[src/rtl/btn_mode_ctrl.sv]
// Push-button front end: sync, debounce, press/long-press events and the display-mode register.
// Optional macro BTN_AUTOREPEAT_EN: re-fires press every REPEAT_CYCLES while a button is held past long press.
module btn_mode_lane #(
  parameter int DEBOUNCE_CYCLES   = 50_000,
  parameter int LONG_PRESS_CYCLES = 50_000_000,
  parameter int REPEAT_CYCLES     = 10_000_000
) (
  input  logic i_clk,
  input  logic i_rst,
  input  logic i_btn,
  output logic o_held,
  output logic o_rise,
  output logic o_rep,
  output logic o_long
);
  localparam int DW = $clog2(DEBOUNCE_CYCLES) + 1;
  localparam int HW = $clog2(LONG_PRESS_CYCLES) + 1;
  localparam logic [DW-1:0] DMAX = DW'(DEBOUNCE_CYCLES - 1);
  localparam logic [HW-1:0] HMAX = HW'(LONG_PRESS_CYCLES - 1);

  typedef enum logic [1:0] {ST_IDLE, ST_PRESS, ST_LONG} state_t;

  logic          r_s1, r_s2, r_held, r_rise, r_long;
  logic [DW-1:0] r_cnt;
  logic [HW-1:0] r_hcnt;
  state_t        r_state;
  logic          w_flip, w_held_nxt;

  // FSM decisions look at the level held will have after this edge, so a
  // release never coincides with a long-press or repeat pulse.
  assign w_flip     = (r_s2 != r_held) && (r_cnt == DMAX);
  assign w_held_nxt = r_held ^ w_flip;

`ifdef BTN_AUTOREPEAT_EN
  localparam int RW = $clog2(REPEAT_CYCLES) + 1;
  localparam logic [RW-1:0] RMAX = RW'(REPEAT_CYCLES - 1);
  logic [RW-1:0] r_rcnt;
  logic          r_rep;
  assign o_rep = r_rep;
`else
  assign o_rep = 1'b0;
`endif

  always_ff @(posedge i_clk) begin
    if (i_rst) begin
      r_s1    <= 1'b0;
      r_s2    <= 1'b0;
      r_held  <= 1'b0;
      r_cnt   <= '0;
      r_rise  <= 1'b0;
      r_long  <= 1'b0;
      r_hcnt  <= '0;
      r_state <= ST_IDLE;
`ifdef BTN_AUTOREPEAT_EN
      r_rcnt  <= '0;
      r_rep   <= 1'b0;
`endif
    end else begin
      r_s1   <= i_btn;
      r_s2   <= r_s1;
      r_held <= w_held_nxt;
      r_cnt  <= (r_s2 == r_held || w_flip) ? '0 : r_cnt + 1'b1;
      r_rise <= w_flip & ~r_held;
      r_long <= 1'b0;
`ifdef BTN_AUTOREPEAT_EN
      r_rep  <= 1'b0;
`endif
      case (r_state)
        ST_IDLE: begin
          if (w_flip && !r_held) begin
            r_state <= ST_PRESS;
            r_hcnt  <= '0;
          end
        end
        ST_PRESS: begin
          if (!w_held_nxt) begin
            r_state <= ST_IDLE;
          end else if (r_hcnt == HMAX) begin
            r_state <= ST_LONG;
            r_long  <= 1'b1;
`ifdef BTN_AUTOREPEAT_EN
            r_rcnt  <= '0;
`endif
          end else begin
            r_hcnt <= r_hcnt + 1'b1;
          end
        end
        ST_LONG: begin
`ifdef BTN_AUTOREPEAT_EN
          if (!w_held_nxt) begin
            r_state <= ST_IDLE;
            r_rcnt  <= '0;
          end else if (r_rcnt == RMAX) begin
            r_rcnt <= '0;
            r_rep  <= 1'b1;
          end else begin
            r_rcnt <= r_rcnt + 1'b1;
          end
`else
          if (!w_held_nxt) r_state <= ST_IDLE;
`endif
        end
        default: r_state <= ST_IDLE;
      endcase
    end
  end

  assign o_held = r_held;
  assign o_rise = r_rise;
  assign o_long = r_long;
endmodule

module btn_mode_ctrl #(
  parameter int DEBOUNCE_CYCLES   = 50_000,
  parameter int LONG_PRESS_CYCLES = 50_000_000,
  parameter int REPEAT_CYCLES     = 10_000_000,
  parameter int NUM_MODES         = 3,
  parameter int MODE_BTN          = 0
) (
  input  logic       i_clk,
  input  logic       i_rst,
  input  logic [7:0] i_btn,
  output logic [7:0] o_held,
  output logic [7:0] o_press,
  output logic [7:0] o_long_press,
  output logic [3:0] o_mode,
  output logic       o_mode_changed
);
  logic [7:0] w_rise, w_rep;
  logic [3:0] r_mode;
  logic       r_mode_changed;

  if (DEBOUNCE_CYCLES < 2 || LONG_PRESS_CYCLES <= DEBOUNCE_CYCLES || REPEAT_CYCLES < 1 ||
      NUM_MODES < 1 || NUM_MODES > 16 || MODE_BTN < 0 || MODE_BTN > 7) begin : g_bad_param
    $error("btn_mode_ctrl: illegal parameter value");
  end

  for (genvar g = 0; g < 8; g++) begin : g_lane
    btn_mode_lane #(
      .DEBOUNCE_CYCLES  (DEBOUNCE_CYCLES),
      .LONG_PRESS_CYCLES(LONG_PRESS_CYCLES),
      .REPEAT_CYCLES    (REPEAT_CYCLES)
    ) u_lane (
      .i_clk (i_clk),
      .i_rst (i_rst),
      .i_btn (i_btn[g]),
      .o_held(o_held[g]),
      .o_rise(w_rise[g]),
      .o_rep (w_rep[g]),
      .o_long(o_long_press[g])
    );
  end

  assign o_press = w_rise | w_rep;

  // Only the debounced edge advances the mode; auto-repeat pulses never do.
  always_ff @(posedge i_clk) begin
    if (i_rst) begin
      r_mode         <= '0;
      r_mode_changed <= 1'b0;
    end else begin
      r_mode_changed <= w_rise[MODE_BTN];
      if (w_rise[MODE_BTN])
        r_mode <= (r_mode == 4'(NUM_MODES - 1)) ? 4'd0 : r_mode + 4'd1;
    end
  end

  assign o_mode         = r_mode;
  assign o_mode_changed = r_mode_changed;
endmodule

[config.mk]
export PLATFORM = sky130hd
export DESIGN_NAME = btn_mode_ctrl
export DESIGN_NICKNAME = d
export VERILOG_FILES = /design/src/rtl/btn_mode_ctrl.sv
export SDC_FILE = /design/constraint.sdc
export NUM_CORES = 1
export LEC_CHECK = 0
export CORE_MARGIN = 4
export CORE_UTILIZATION = 35
export DETAILED_ROUTE_END_ITERATION = 10
export REMOVE_ABC_BUFFERS = 1
export SYNTH_ARGS = -nofsm -noshare
export SYNTH_HDL_FRONTEND = slang
export SYNTH_HIERARCHICAL = 1
export SYNTH_SLANG_ARGS = --single-unit
[constraint.sdc]
create_clock -name i_clk -period 5.6 [get_ports i_clk]
set_input_delay 0.56 -clock i_clk [delete_from_list [all_inputs] [get_ports i_clk]]
set_output_delay 0.56 -clock i_clk [all_outputs]
set_load 0.01 [all_outputs]
Word-level counts from Yosys, hierarchy flattened
Index checks and enable logic that the tools add are counted.

Output and inout port bits: 29. Word-level logic and storage cells: 373. Bits in registers: 413.

Reductions and logical operators: 80. Bitwise logic cells: 40. Equal/unequal tests: 89. Multiplexer cells: 81. Add/subtract/negate cells: 17.

Operator list (count): $mux 27 (24); $pmux 27 s2 (8); $add 27x1->27 const B (8); $eq 27x26->1 const B (8); $add 17x1->17 const B (8); $eq 17x16->1 const B (8); $mux 2 (32); $pmux 2 s3 (8); $ne 2x1->1 const B (16); $ne 2x2->1 const B (16); $reduce_and 4->1 (8); $ne 3x3->1 const B (8); $not 1->1 (24); $reduce_and 3->1 (8); $reduce_or 3->1 (8); $eq 2x1->1 const B (8); $eq 2x2->1 const B (8); $logic_and 1x1->1 (16); $logic_not 2->1 (8); $reduce_bool 2->1 (8); $reduce_or 2->1 (8); $and 1x1->1 (8); $eq 1x1->1 (8); $logic_not 1->1 (8); 7 further kinds (35).

Logic depth before layout (Yosys ltp)
Depth after elaboration: 5. Mapped depth: 9. Mapped depth without buffers: 7.

Hierarchy
Netlist, hierarchy kept.

Modules (own cells, without submodules): btn_mode_lane at g_lane[0].u_lane ... (area an instance 2626.3 um^2, cells each 319, times used 7, seq. area each 1021.0 um^2); btn_mode_lane at g_lane[7].u_lane (area an instance 2675.1 um^2, cells each 313, times used 1, seq. area each 1021.0 um^2); btn_mode_ctrl (area an instance 260.2 um^2, cells each 29, times used 1, seq. area each 100.1 um^2).

Least setup slack after synthesis
Ideal clock, no wire load.

Path kind: register to register. From: register g_lane[0].u_lane.r_cnt[10]. To: register g_lane[0].u_lane.r_hcnt[14]. Arrival: 2623 ps. Setup slack: 2907 ps. Buffers on the path: 1. Required time: 5529 ps. Period minus slack after synthesis: 2693 ps. Cell stages (with the launch flop): 8. Library setup time: 71 ps. Cell sequence: dfxtp_1 or4b_1 or4_4 or3_4 a21bo_1 buf_2 or4_1 a21oi_1.

Longest elaborated chain between the ends: 5.

RTL lines: from (decl) (RTL line 24) `logic [DW-1:0] r_cnt;`; from (signal assigned) (RTL line 62) `r_cnt <= (r_s2 == r_held || w_flip) ? '0 : r_cnt + 1'b1;`; $eq 17x16->1 * (RTL line 31) `assign w_flip = (r_s2 != r_held) && (r_cnt == DMAX);`; $logic_and 1x1->1 * (RTL line 31); $xor 1x1->1 or $logic_and 1x1->1 (tied branches) (RTL line 32, 70); $ne 2x1->1 (no source line); $reduce_and 4->1 (no source line) *; to (signal assigned) (RTL line 85) `r_hcnt <= r_hcnt + 1'b1;`; to (decl) (RTL line 25) `logic [HW-1:0] r_hcnt;`.

Mark *: on every way between the ends. The rest lies on a longest branch, timed or not. A chain may end at the register's enable or synchronous reset.

Final worst setup path
From: register g_lane[1].u_lane.r_cnt[10]. To: register g_lane[1].u_lane.r_hcnt[16].

Longest elaborated chain between the ends: 5.

RTL lines (RTL line): from (decl) (24); from (signal assigned) (62); $eq 17x16->1 * (31); $logic_and 1x1->1 * (31); $xor 1x1->1 or $logic_and 1x1->1 (tied branches) (32, 70); $ne 2x1->1 (no source line); $reduce_and 4->1 (no source line) *; to (signal assigned) (85); to (decl) (25).

Marks and branches as above.

==> impl_metrics.env <==
export IMPL_area_growth_pct=12.6
export IMPL_ctsHtreeMaxLevel=2
export IMPL_netlist_area_sq_um=21300
export IMPL_rsz0062_at_grt="false"
export IMPL_critPathKind="reg -> reg"
export IMPL_syn_area_per_cell_sq_um=8.28
export IMPL_yosys_cell_types_count=74
export IMPL_rows=90
export IMPL_cts_root_buf="clkbuf_16"
export IMPL_boundaryPins=39
export IMPL_io_buffers=38
export IMPL_clock_skew_final_ps=13.2
export IMPL_drt_wl_total_um=54100
export IMPL_synth_cells=2575
export IMPL_startpoint_type="flip-flop"
export IMPL_vias=19700
export IMPL_final_nets=2583
export IMPL_powerDensity_nw_per_um2=274
export IMPL_slew_violations=0
export IMPL_synthMuxAreaShare_pct=1.26
export IMPL_ys_flop_type="dfxtp_1"
export IMPL_cts_sinks=413
export IMPL_timing_rr_start="g_lane[1].u_lane/r_cnt[10]$_SDFF_PP0_"
export IMPL_worstHoldStart="g_lane[7].u_lane/r_s1$_SDFF_PP0_"
export IMPL_clk_path_buf_depth=3
export IMPL_maxSlewHeadroom_pct=28.1
export IMPL_required_ps=6060
export IMPL_synth_largest_area_cell="dfxtp_1"
export IMPL_dpl_cell_count=3288
export IMPL_peakVddDrop_mv=0.183
export IMPL_die_h_um=255
export IMPL_clk_pin_slew_ps=60
export IMPL_grt_pass1_vias=18800
export IMPL_finalCriticalPeriod_ps=3380
export IMPL_grt_ovfl_total=0
export IMPL_ys_top_cells_by_area="dfxtp_1 (39%), nor2_1 (5.4%), nand3_1 (4.6%)"
export IMPL_cts_setup_buffers=0
export IMPL_synth_adder_area_share_pct=0.939
export IMPL_postRouteAntennaNets=0
export IMPL_synth_top_family_by_area="simple AND/OR/NAND/NOR gates"
export IMPL_fin_util_pct=39.8
export IMPL_ctsResizeCount=0
export IMPL_async_reset_ff_share_pct=0
export IMPL_dr_pass1_iters=6
export IMPL_worst_pin_slew_ps=1080
export IMPL_yosys_area_share_simple_pct=30.7
export IMPL_tritoncts="yes"
export IMPL_die_w_um=255
export IMPL_synth_edff_count=0
export IMPL_crit_path_max_fanout=14
export IMPL_period_share_pct=60.4
export IMPL_status="finished, final reports clean"
export IMPL_drt_iter0_drc=1543
export IMPL_hold_viol_final=0
export IMPL_clk_latency_ps=580
export IMPL_n_antenna_cell=0
export IMPL_layout_drive_gt1_share_pct=5.93
export IMPL_numCtsBuffers=49
export IMPL_wl_per_cell_um=16.0
export IMPL_ys_seq_area_share_pct=38.8
export IMPL_startpoint="g_lane[1].u_lane/r_cnt[10]$_SDFF_PP0_"
export IMPL_p_leak_nw=7.90
export IMPL_hold_buffers=0
export IMPL_final_cells=3377
export IMPL_final_setup_viol_count=0
export IMPL_drc=0
export IMPL_endpoint_kind="flip-flop"
export IMPL_dp_slack_ps=2260
export IMPL_setup_ws_ps=2220
export IMPL_finalSetupTns_ps=0
export IMPL_track_usage_pct=16.2
export IMPL_ys_ff_latch=413
export IMPL_core_area_sq_um=60400
export IMPL_yosys_area_share_xor_xnor_pct=4.72
export IMPL_grt_pass1_wl_um=91400
export IMPL_max_cap_viol_count=0
export IMPL_critPathArrivalTime_ps=3840
export IMPL_synth_top_area_share_pct=38.8
export IMPL_dieArea_sq_um=64900
export IMPL_yosys_warnings=6
export IMPL_start_util_pct=35.3
export IMPL_routed_via_density=5.82
export IMPL_min_path_type="reg -> reg"
export IMPL_antenna_found_initial=0
export IMPL_grt_start_max_net_pins=83
export IMPL_dp_hpwl_um=35700
export IMPL_clock_fmax_mhz=296
export IMPL_globalplace_congestion=0.898
export IMPL_power_mw=6.57
export IMPL_synth_compound_area_share_pct=20.0
## through the flow
stage	instance area (sq um)	hold slack (ps)
finish	24000	432
global route	24000	453
CTS	24000	435
detailed placement	22200	420
global placement	22200	419
floorplan	20800	414
## critical path, stage by stage (launching register included)
cell	delay [ps]
dfxtp_1	340
or4b_1	580
or4_4	470
or3_4	410
a21boi_1	800
o211ai_1	210
a2111oi_0	440
## where the power goes
| part | internal [mW] | switching (mW) |
|---|---|---|
| registers | 2.95 | 0.00424 |
| clock network | 2.21 | 1.29 |
| logic | 0.0454 | 0.0797 |
| total | 5.20 | 1.37 |
## cells in the final DEF, fill, tap and decap left out, drive strengths merged, types with 9 or more instances in the layout
master,netlist,layout
a211oi,15,15
a21boi,15,15
a21o,35,35
a21oi,91,91
a22o,28,28
a22oi,9,9
a31oi,13,13
a32o,42,42
and2,38,38
and3,103,103
and4,31,31
bufinv,0,9
clkbuf,64,70
clkdlybuf4s50,0,37
dfxtp,413,413
ha,16,16
inv,67,69
mux2,23,23
nand2,200,200
nand2b,18,18
nand3,194,194
nand4,54,54
nor2,304,304
nor2b,29,29
nor3,81,81
nor4,62,62
nor4b,15,15
o2111ai,23,23
o211ai,24,24
o21ai,92,92
o311ai,20,20
o31ai,27,27
o32ai,57,57
o41ai,22,22
or3,38,38
or4,35,35
xnor2,58,58
xor2,57,57
## kinds of logic after synthesis
logic type,after synthesis
mux,24
other cells,8
xor+xnor,115
simple gates,1245
flops,413
fa+ha+maj,16
buf+inv,179
compound gates,575
## path summary, 6_finish.rpt
kind	endpoint	slack [ps]	cells after the start
max	g_lane[1].u_lane/r_hcnt[16]$_SDFFE_PP0P_	2220	6
min	g_lane[7].u_lane/r_s2$_SDFF_PP0_	430	1
max reg2reg	g_lane[1].u_lane/r_hcnt[16]$_SDFFE_PP0P_	2220	6
min reg2reg	g_lane[7].u_lane/r_s2$_SDFF_PP0_	430	1
## registers in the layout, indices dropped and copies added (netlist names)
signal	count
g_lane.u_lane/o_rise	8
g_lane.u_lane/r_cnt	136
g_lane.u_lane/o_held	8
g_lane.u_lane/o_long	8
o_mode	4
g_lane.u_lane/r_s1	8
g_lane.u_lane/r_s2	8
g_lane.u_lane/r_state	16
o_mode_changed	1
g_lane.u_lane/r_hcnt	216
## cell usage after synthesis (31+ instances only)
cell / count
and4_1: 31
and2_1: 38
dfxtp_1: 413
or3_1: 31
nor4_1: 60
nor3_1: 79
clkbuf_1: 64
a21oi_1: 91
o32ai_1: 56
a32o_1: 42
xnor2_1: 58
and3_1: 103
nand2_1: 200
xor2_1: 57
a21o_1: 35
nand4_1: 54
inv_1: 67
o21ai_0: 91
nor2_1: 304
nand3_1: 194
## layer usage
metal / wire (um) / GRT usage, % / vias to the layer above
met1: 25500 / 22.2 / 9412
met2: 24800 / 26.4 / 474
met5: 0 / 0 / -
met3: 2680 / 2.70 / 87
met4: 1110 / 4.61 / 0
li1: - / - / 9684
## area by class of cell
type	count	area [sq um]
fill	6051	36300
inverter	67	251
tap	782	978
timing repair buffer	43	422
multi-input combinational	1983	12300
clock inverter	20	339
clock buffer	69	1440
sequential	413	8270
No activity file was read; power rests on OpenSTA's default activity.
